## config.mk

```make
export PLATFORM = sky130hd
export DESIGN_NAME = adc_to_sdram
export DESIGN_NICKNAME = d
export VERILOG_FILES = /design/src/rtl/adc_to_sdram.sv
export SDC_FILE = /design/constraint.sdc
export NUM_CORES = 1
export LEC_CHECK = 0
export CAP_MARGIN = 0
export CORE_MARGIN = 2
export CORE_UTILIZATION = 55
export DETAILED_ROUTE_END_ITERATION = 16
export HOLD_SLACK_MARGIN = 0.15
export PLACE_DENSITY_LB_ADDON = 0.12
export SLEW_MARGIN = 20
export SYNTH_ARGS = -nofsm -noshare
export SYNTH_HDL_FRONTEND = slang
export SYNTH_SLANG_ARGS = --single-unit
```

## constraint.sdc

```tcl
create_clock -name clk -period 8 [get_ports clk]
set_clock_uncertainty 0.2 [all_clocks]
set_input_delay 1.6 -clock clk [delete_from_list [all_inputs] [get_ports clk]]
set_output_delay 1.6 -clock clk [all_outputs]
set_load 0.01 [all_outputs]
```

## src/rtl/adc_to_sdram.sv

```systemverilog
// ADC capture path: divided-rate sampling into a small FIFO, drained to SDRAM
// in fixed-length write bursts over a wrapping circular address region.
module adc_to_sdram #(
    parameter int unsigned CLK_DIV    = 4,
    parameter int unsigned FIFO_DEPTH = 16,
    parameter int unsigned BURST_LEN  = 8,
    parameter int unsigned ADDR_W     = 24,
    parameter int unsigned BASE_ADDR  = 0,
    parameter int unsigned END_ADDR   = 1024
) (
    input  logic                                clk,
    input  logic                                rst_n,
    input  logic                                enable,
    input  logic [7:0]                          adc_data,
    output logic                                adc_clk,
    output logic                                sdram_wr_req,
    input  logic                                sdram_wr_grant,
    output logic [ADDR_W-1:0]                   sdram_wr_addr,
    output logic                                sdram_wr_en,
    output logic [7:0]                          sdram_wr_data,
    output logic [$clog2(FIFO_DEPTH):0]         fifo_level,
    output logic                                overflow
);

    localparam int unsigned DIV_W  = $clog2(CLK_DIV);
    localparam int unsigned PTR_W  = $clog2(FIFO_DEPTH);
    localparam int unsigned LVL_W  = PTR_W + 1;
    localparam int unsigned BEAT_W = (BURST_LEN > 1) ? $clog2(BURST_LEN) : 1;
    localparam int unsigned HALF   = CLK_DIV / 2;

    typedef enum logic [1:0] {
        IDLE  = 2'd0,
        REQ   = 2'd1,
        BURST = 2'd2
    } state_t;

    state_t              state;
    state_t              state_nxt;
    logic [DIV_W-1:0]    div_cnt;
    logic [DIV_W-1:0]    div_nxt;
    logic                sample;
    logic                push;
    logic                drop;
    logic                pop_c;
    logic                last_c;
    logic                req_d;
    logic [PTR_W-1:0]    wr_ptr;
    logic [PTR_W-1:0]    rd_ptr;
    logic [BEAT_W-1:0]   beat_cnt;
    logic [ADDR_W-1:0]   addr_nxt;
    logic [7:0]          mem [FIFO_DEPTH];

    // Sample divider: the count that will hold next cycle also drives adc_clk
    always_comb begin
        sample  = enable && (div_cnt == DIV_W'(CLK_DIV - 1));
        div_nxt = '0;
        if (enable && !sample) begin
            div_nxt = div_cnt + DIV_W'(1);
        end
    end

    always_ff @(posedge clk or negedge rst_n) begin
        if (!rst_n) begin
            div_cnt <= '0;
            adc_clk <= 1'b0;
        end else begin
            div_cnt <= div_nxt;
            adc_clk <= enable && (div_nxt < DIV_W'(HALF));
        end
    end

    // Full check uses the pre-pop level, so a sample arriving on a pop edge of a full FIFO is dropped
    always_comb begin
        push = sample && (fifo_level != LVL_W'(FIFO_DEPTH));
        drop = sample && (fifo_level == LVL_W'(FIFO_DEPTH));
    end

    always_ff @(posedge clk) begin
        if (push) begin
            mem[wr_ptr] <= adc_data;
        end
    end

    always_ff @(posedge clk or negedge rst_n) begin
        if (!rst_n) begin
            wr_ptr     <= '0;
            rd_ptr     <= '0;
            fifo_level <= '0;
            overflow   <= 1'b0;
        end else begin
            if (push) begin
                wr_ptr <= wr_ptr + PTR_W'(1);
            end
            if (pop_c) begin
                rd_ptr <= rd_ptr + PTR_W'(1);
            end
            if (drop) begin
                overflow <= 1'b1;
            end
            case ({push, pop_c})
                2'b10:   fifo_level <= fifo_level + LVL_W'(1);
                2'b01:   fifo_level <= fifo_level - LVL_W'(1);
                default: fifo_level <= fifo_level;
            endcase
        end
    end

    always_ff @(posedge clk or negedge rst_n) begin
        if (!rst_n) begin
            state <= IDLE;
        end else begin
            state <= state_nxt;
        end
    end

    always_comb begin
        state_nxt = state;
        case (state)
            IDLE:    if (fifo_level >= LVL_W'(BURST_LEN)) state_nxt = REQ;
            REQ:     if (sdram_wr_grant) state_nxt = BURST;
            BURST:   if (beat_cnt == BEAT_W'(BURST_LEN - 1)) state_nxt = IDLE;
            default: state_nxt = IDLE;
        endcase
    end

    // A word is popped on every edge that leads into a BURST cycle, so data lands with its strobe
    always_comb begin
        pop_c  = 1'b0;
        last_c = 1'b0;
        req_d  = 1'b0;
        case (state_nxt)
            REQ:     req_d = 1'b1;
            BURST:   pop_c = 1'b1;
            default: ;
        endcase
        if (state == BURST && beat_cnt == BEAT_W'(BURST_LEN - 1)) begin
            last_c = 1'b1;
        end
    end

    always_comb begin
        addr_nxt = sdram_wr_addr + ADDR_W'(BURST_LEN);
        if (addr_nxt == ADDR_W'(END_ADDR)) begin
            addr_nxt = ADDR_W'(BASE_ADDR);
        end
    end

    always_ff @(posedge clk or negedge rst_n) begin
        if (!rst_n) begin
            sdram_wr_req  <= 1'b0;
            sdram_wr_en   <= 1'b0;
            sdram_wr_data <= '0;
            sdram_wr_addr <= ADDR_W'(BASE_ADDR);
            beat_cnt      <= '0;
        end else begin
            sdram_wr_req <= req_d;
            sdram_wr_en  <= pop_c;
            if (pop_c) begin
                sdram_wr_data <= mem[rd_ptr];
            end
            if (last_c) begin
                sdram_wr_addr <= addr_nxt;
            end
            if (state == BURST) begin
                beat_cnt <= beat_cnt + BEAT_W'(1);
            end else begin
                beat_cnt <= '0;
            end
        end
    end

endmodule

```

Word level (Yosys, flattened, before mapping) --
Memories as Yosys holds them, arrays and structs flattened. A register that Yosys moved wholly into a read port is not among the register bits. Index checks and enable logic that the tools add are counted.
Word-level totals: register bits after elaboration 48, bits in writable memories 128, input port bits 12, output and inout port bits 41, logic and storage cells 55, memories 1
Memories:
- mem | depth 16, width 8, read ports 1, clocked after Yosys merged registers in 1, write ports 1, RTL line 51 | logic [7:0] mem [FIFO_DEPTH];
Cells by class: add/subtract/negate cells 7, magnitude comparators 2, eq/ne operators 11, multiplexer cells 13, reduce and logical (&&, ||, !) cells 10
Operator list (number):
- $add 24x4->24 const B | 1
- $eq 24x11->1 const B | 1
- $mux 24 | 1
- $pmux 5 s2 | 1
- $add 4x1->4 const B | 2
- $eq 2x2->1 const B | 4
- $mux 2 | 4
- $eq 2x1->1 const B | 3
- $logic_and 1x1->1 | 6
- $pmux 2 s3 | 1
- $add 5x1->5 const B | 1
- $eq 5x5->1 const B | 1
- $ge 5x4->1 const B | 1
- $mux 1 | 5
- $ne 5x5->1 const B | 1
- $sub 5x1->5 const B | 1
- $add 3x1->3 const B | 1
- $eq 3x3->1 const B | 1
- $mux 3 | 1
- $add 2x1->2 const B | 1
- $logic_not 1->1 | 2
- $logic_not 2->1 | 1
- $lt 2x2->1 const B | 1
- $reduce_bool 2->1 | 1

Logic depth before layout (Yosys ltp) --
depth in word-level cells 7, depth in mapped cells 13, depth with buffers taken out 13

Least setup slack after synthesis --
No wires, ideal clock.
kind input -> register, start in enable, end reg fifo_level[4], setup time 0.127 ns, arrival time 3.265 ns, data required time 7.673 ns, slack 4.408 ns, cell stages on the path 12, path buffers 0, cells stage by stage nand2_1 nor2_1 inv_1 ha_1 inv_1 fa_1 inv_1 a21o_1 a21oi_1 xnor2_1 nor2_1 xor2_1
On the way: word-level cells in the longest chain between the ends 4
RTL lines:
- from (decl) | RTL line 13 | input logic enable,
- $logic_and 1x1->1 * | RTL line 55 | sample = enable && (div_cnt == DIV_W'(CLK_DIV - 1));
- $logic_and 1x1->1 * | RTL line 74 | push = sample && (fifo_level != LVL_W'(FIFO_DEPTH));
- $eq 2x1->1 or $eq 2x2->1 (tied branches) | RTL line 100 | case ({push, pop_c})
- $pmux 5 s2 or $reduce_bool 2->1 (tied branches)
- to (signal assigned) | RTL line 101 | 2'b10: fifo_level <= fifo_level + LVL_W'(1);
- to (signal assigned) | RTL line 102 | 2'b01: fifo_level <= fifo_level - LVL_W'(1);
- to (signal assigned) | RTL line 103 | default: fifo_level <= fifo_level;
- to (decl) | RTL line 21 | output logic [$clog2(FIFO_DEPTH):0] fifo_level,
Every way passes the cells marked *; elsewhere a longest branch is shown, timed or not. A chain may end at the register's enable or synchronous reset.

Worst setup path after layout --
Ends and elaborated chain as after synthesis.

==> flow_metrics.env <==
export IMPL_layout_nets=537
export IMPL_maxCapViolCount=0
export IMPL_grt_overflow=0
export IMPL_layout_min_cycle_time_ns=4.12
export IMPL_clockRootBuffer="clkbuf_16"
export IMPL_endpoint="fifo_level[4]$_DFFE_PN0P_"
export IMPL_fp_dieW_um=123
export IMPL_crit_type="input pin to register"
export IMPL_cp_start_kind="input pin"
export IMPL_critPathCaptureType="register"
export IMPL_crit_path_start="enable"
export IMPL_synth_distinct_cells=51
export IMPL_grt_pass1_wl_um=23200
export IMPL_clk_pin_slew_worst_paths_ns=0.06
export IMPL_dp_hpwl_um=9930
export IMPL_ant_nets=0
export IMPL_fmax_mhz=243
export IMPL_outcome="completed"
export IMPL_cts_hold_buffers_added=0
export IMPL_clk_insertion_delay_late_ns=0.43
export IMPL_yosysWarnings=0
export IMPL_rows=43
export IMPL_cp_required_ns=8.11
export IMPL_p_sw_uw=731
export IMPL_hold_depth=1
export IMPL_routed_wl_um=14600
export IMPL_cts_htree_levels=4
export IMPL_finalSetupTns_ns=0
export IMPL_r2r_end="fifo_level[4]$_DFFE_PN0P_"
export IMPL_gp_congestion=0.879
export IMPL_final_max_slew_viol_count=0
export IMPL_maxSlewHeadroom_pct=31.2
export IMPL_wl_per_cell_um=20.8
export IMPL_num_vias=4180
export IMPL_drc=0
export IMPL_worstPathArrival_ns=4.23
export IMPL_synth_enable_flop_cells=128
export IMPL_ys_async_sr_fraction_pct=29.3
export IMPL_area_growth_pct=15.1
export IMPL_grt_max_degree=44
export IMPL_tightestPinTransition_ns=1.03
export IMPL_synth_main_ff_cell="edfxtp_1"
export IMPL_yosysSeqAreaShare_pct=66.5
export IMPL_drive_above_1_share_pct=12.8
export IMPL_hold_viol=0
export IMPL_antenna_found_initial=0
export IMPL_p_comb_share_pct=25.3
export IMPL_post_cts_resized=0
export IMPL_placed_cell_area_um2=8360
export IMPL_p_int_uw=1970
export IMPL_diodes=0
export IMPL_clock_sinks=181
export IMPL_hold_path_class="register to register"
export IMPL_r2r_start="fifo_level[3]$_DFFE_PN0P_"
export IMPL_cts_setup_buffers=0
export IMPL_ff2ff_setup_slack_ns=4.90
export IMPL_p_seq_share_pct=45.0
export IMPL_pwr_share_clk_pct=29.7
export IMPL_die_h_um=123
export IMPL_fin_area_um2=8940
export IMPL_initial_core_util_pct=56.2
export IMPL_dieArea_um2=15100
export IMPL_core_area_um2=13800
export IMPL_drt_iter0_drc=491
export IMPL_rr_worst_depth=13
export IMPL_pin_count=53
export IMPL_switching_share_pct=27.1
export IMPL_cts_max_path_buffers=2
export IMPL_p_leak_uw=0.00322
export IMPL_ir_worst_vdd_uv=153
export IMPL_dr_pass1_iters=5
export IMPL_fin_crit_sh_pct=51.5
export IMPL_avgSynthCellArea_um2=16.7
export IMPL_cts_tree="done"
export IMPL_grt_use_total_pct=21.3
export IMPL_fin_ws_ns=3.88
export IMPL_syn_inst=465
export IMPL_dpl_worst_slack_ns=3.43
export IMPL_rsz0062_at_grt="false"
export IMPL_grt_pass1_vias=4131
export IMPL_synth_cell_area_um2=7770
export IMPL_cts_buffers_inserted=17
export IMPL_avgViaCountPerCell=5.95
export IMPL_portBuffers=49
export IMPL_setup_viol=0
export IMPL_synth_seq_cells=181
export IMPL_path_max_fanout=9
export IMPL_pwr_density_cell_nw_per_um2=302
metal layers:
layer | vias to the layer above | share of wire (%) | track usage [%]
li1 | 1894 | - | -
met1 | 2134 | 44 | 28.6
met2 | 131 | 50 | 33.8
met3 | 21 | 4.0 | 4.09
met4 | 0 | 2.4 | 9.91
met5 | - | 0 | 0
sequential cells by signal, indices dropped and copies added (netlist names), 2 cells and up:
name and flops:
beat_cnt 3, fifo_level 5, mem 128, sdram_wr_addr 21
state 2, rd_ptr 4, sdram_wr_data 8, div_cnt 2
wr_ptr 4
cells in the final DEF, fill, tap and decap left out, types with 3 or more instances in the layout:
cell type and count:
inv_1 10, a21oi_1 8, nor2b_1 3, nand2b_1 6, nand2_1 24, xnor2_1 22, clkbuf_16 17, clkinv_1 7
xor2_1 11, edfxtp_1 128, nand3b_1 4, and2_1 3, o21ai_0 6, nand3_1 7, nor3_1 8, ha_1 13
clkdlybuf4s50_1 48, conb_1 3, nor3_2 3, mux2_4 5, nor4_1 8, mux4_1 18, and3_1 3, mux2_2 5
buf_4 3, and4_1 4, nand4_1 10, nor2_1 24, a211oi_1 5, mux4_2 22, bufinv_16 3, dfrtp_1 52
metrics by stage:
stage	std cells	util, %	hold WS, ns	total power (uW)
2_1_floorplan	467	-	0.210	1700
3_3_place_gp	672	60.5	0.230	1910
5_1_grt	703	64.7	0.254	2830
4_1_cts	703	64.6	0.237	2730
6_report	703	64.7	0.229	2700
3_5_place_dp	672	60.5	0.229	1920
cell usage after synthesis (2+ instances only):
cell	instances	area, um2
xnor2_1	22	193
buf_6	3	33.8
nor2b_1	3	18.8
a211oi_1	5	37.5
and3_1	3	18.8
mux2i_1	2	20.0
nor3b_1	2	15.0
nand3b_1	4	30.0
buf_1	3	11.3
inv_1	10	37.5
mux4_1	18	473
nor2_1	24	90.1
clkbuf_1	12	45.0
xor2_1	11	96.3
buf_4	3	22.5
ha_1	13	163
o311ai_0	2	17.5
nor3_1	11	55.1
and4_1	4	35.0
nand2b_1	6	37.5
a21oi_1	8	40.0
nand4_1	10	62.6
nor4_1	8	50.1
mux4_2	22	495
nand3_1	7	35.0
and2_1	3	18.8
o21ai_0	7	35.0
mux2_2	5	56.3
edfxtp_1	128	3840
dfrtp_1	53	1330
or2_2	2	12.5
mux2_4	5	75.1
a21o_1	2	15.0
nand2_1	24	90.1
buf_2	4	20.0
critical path, stage by stage:
cell and delay (ns):
clkdlybuf4s50_1 0.52, nand2_1 0.07, nor2_1 0.55, inv_1 0.11
ha_1 0.28, inv_1 0.11, fa_1 0.21, inv_1 0.05
a21o_1 0.18, a21oi_1 0.21, xnor2_1 0.14, nor2_1 0.06
xor2_1 0.14
kinds of logic after synthesis:
| kind of cell | count (synthesis) | synth area share (%) |
|---|---|---|
| flip-flops | 181 | 66.5 |
| AND/OR/NAND/NOR | 114 | 7.62 |
| multiplexers | 52 | 14.4 |
| buffers and inverters | 37 | 2.45 |
| AO/OA/AOI/OAI | 33 | 2.87 |
| XOR/XNOR | 33 | 3.72 |
| adder cells (fa/ha/maj) | 14 | 2.35 |
| other | 1 | 0.0483 |
area by class of cell:
class	count	area, um2
clock inverter	14	143
fill	958	4880
sequential	181	5170
multi-input combinational	249	2430
inverter	10	37.5
timing repair buffer	52	508
tap	180	225
clock buffer	17	425
power groups by stage:
stage	clock [uW]	combinational, uW	sequential (uW)
after floorplan	0	543	1160
after global placement	0	677	1230
after detailed placement	0	688	1230
after CTS	822	689	1220
after global routing	858	740	1230
final	802	684	1210
worst min-delay path by stage:
stage	from	to	slack, ns
after CTS	beat_cnt[0]$_DFF_PN0_	beat_cnt[0]$_DFF_PN0_	0.24
final	beat_cnt[0]$_DFF_PN0_	beat_cnt[0]$_DFF_PN0_	0.23
after detailed placement	beat_cnt[0]$_DFF_PN0_	beat_cnt[0]$_DFF_PN0_	0.23
after global routing	beat_cnt[0]$_DFF_PN0_	beat_cnt[0]$_DFF_PN0_	0.25
after global placement	div_cnt[0]$_DFF_PN0_	div_cnt[0]$_DFF_PN0_	0.23
after floorplan	beat_cnt[0]$_DFF_PN0_	beat_cnt[0]$_DFF_PN0_	0.21
Note: power is estimated with default switching activity, not from simulation.
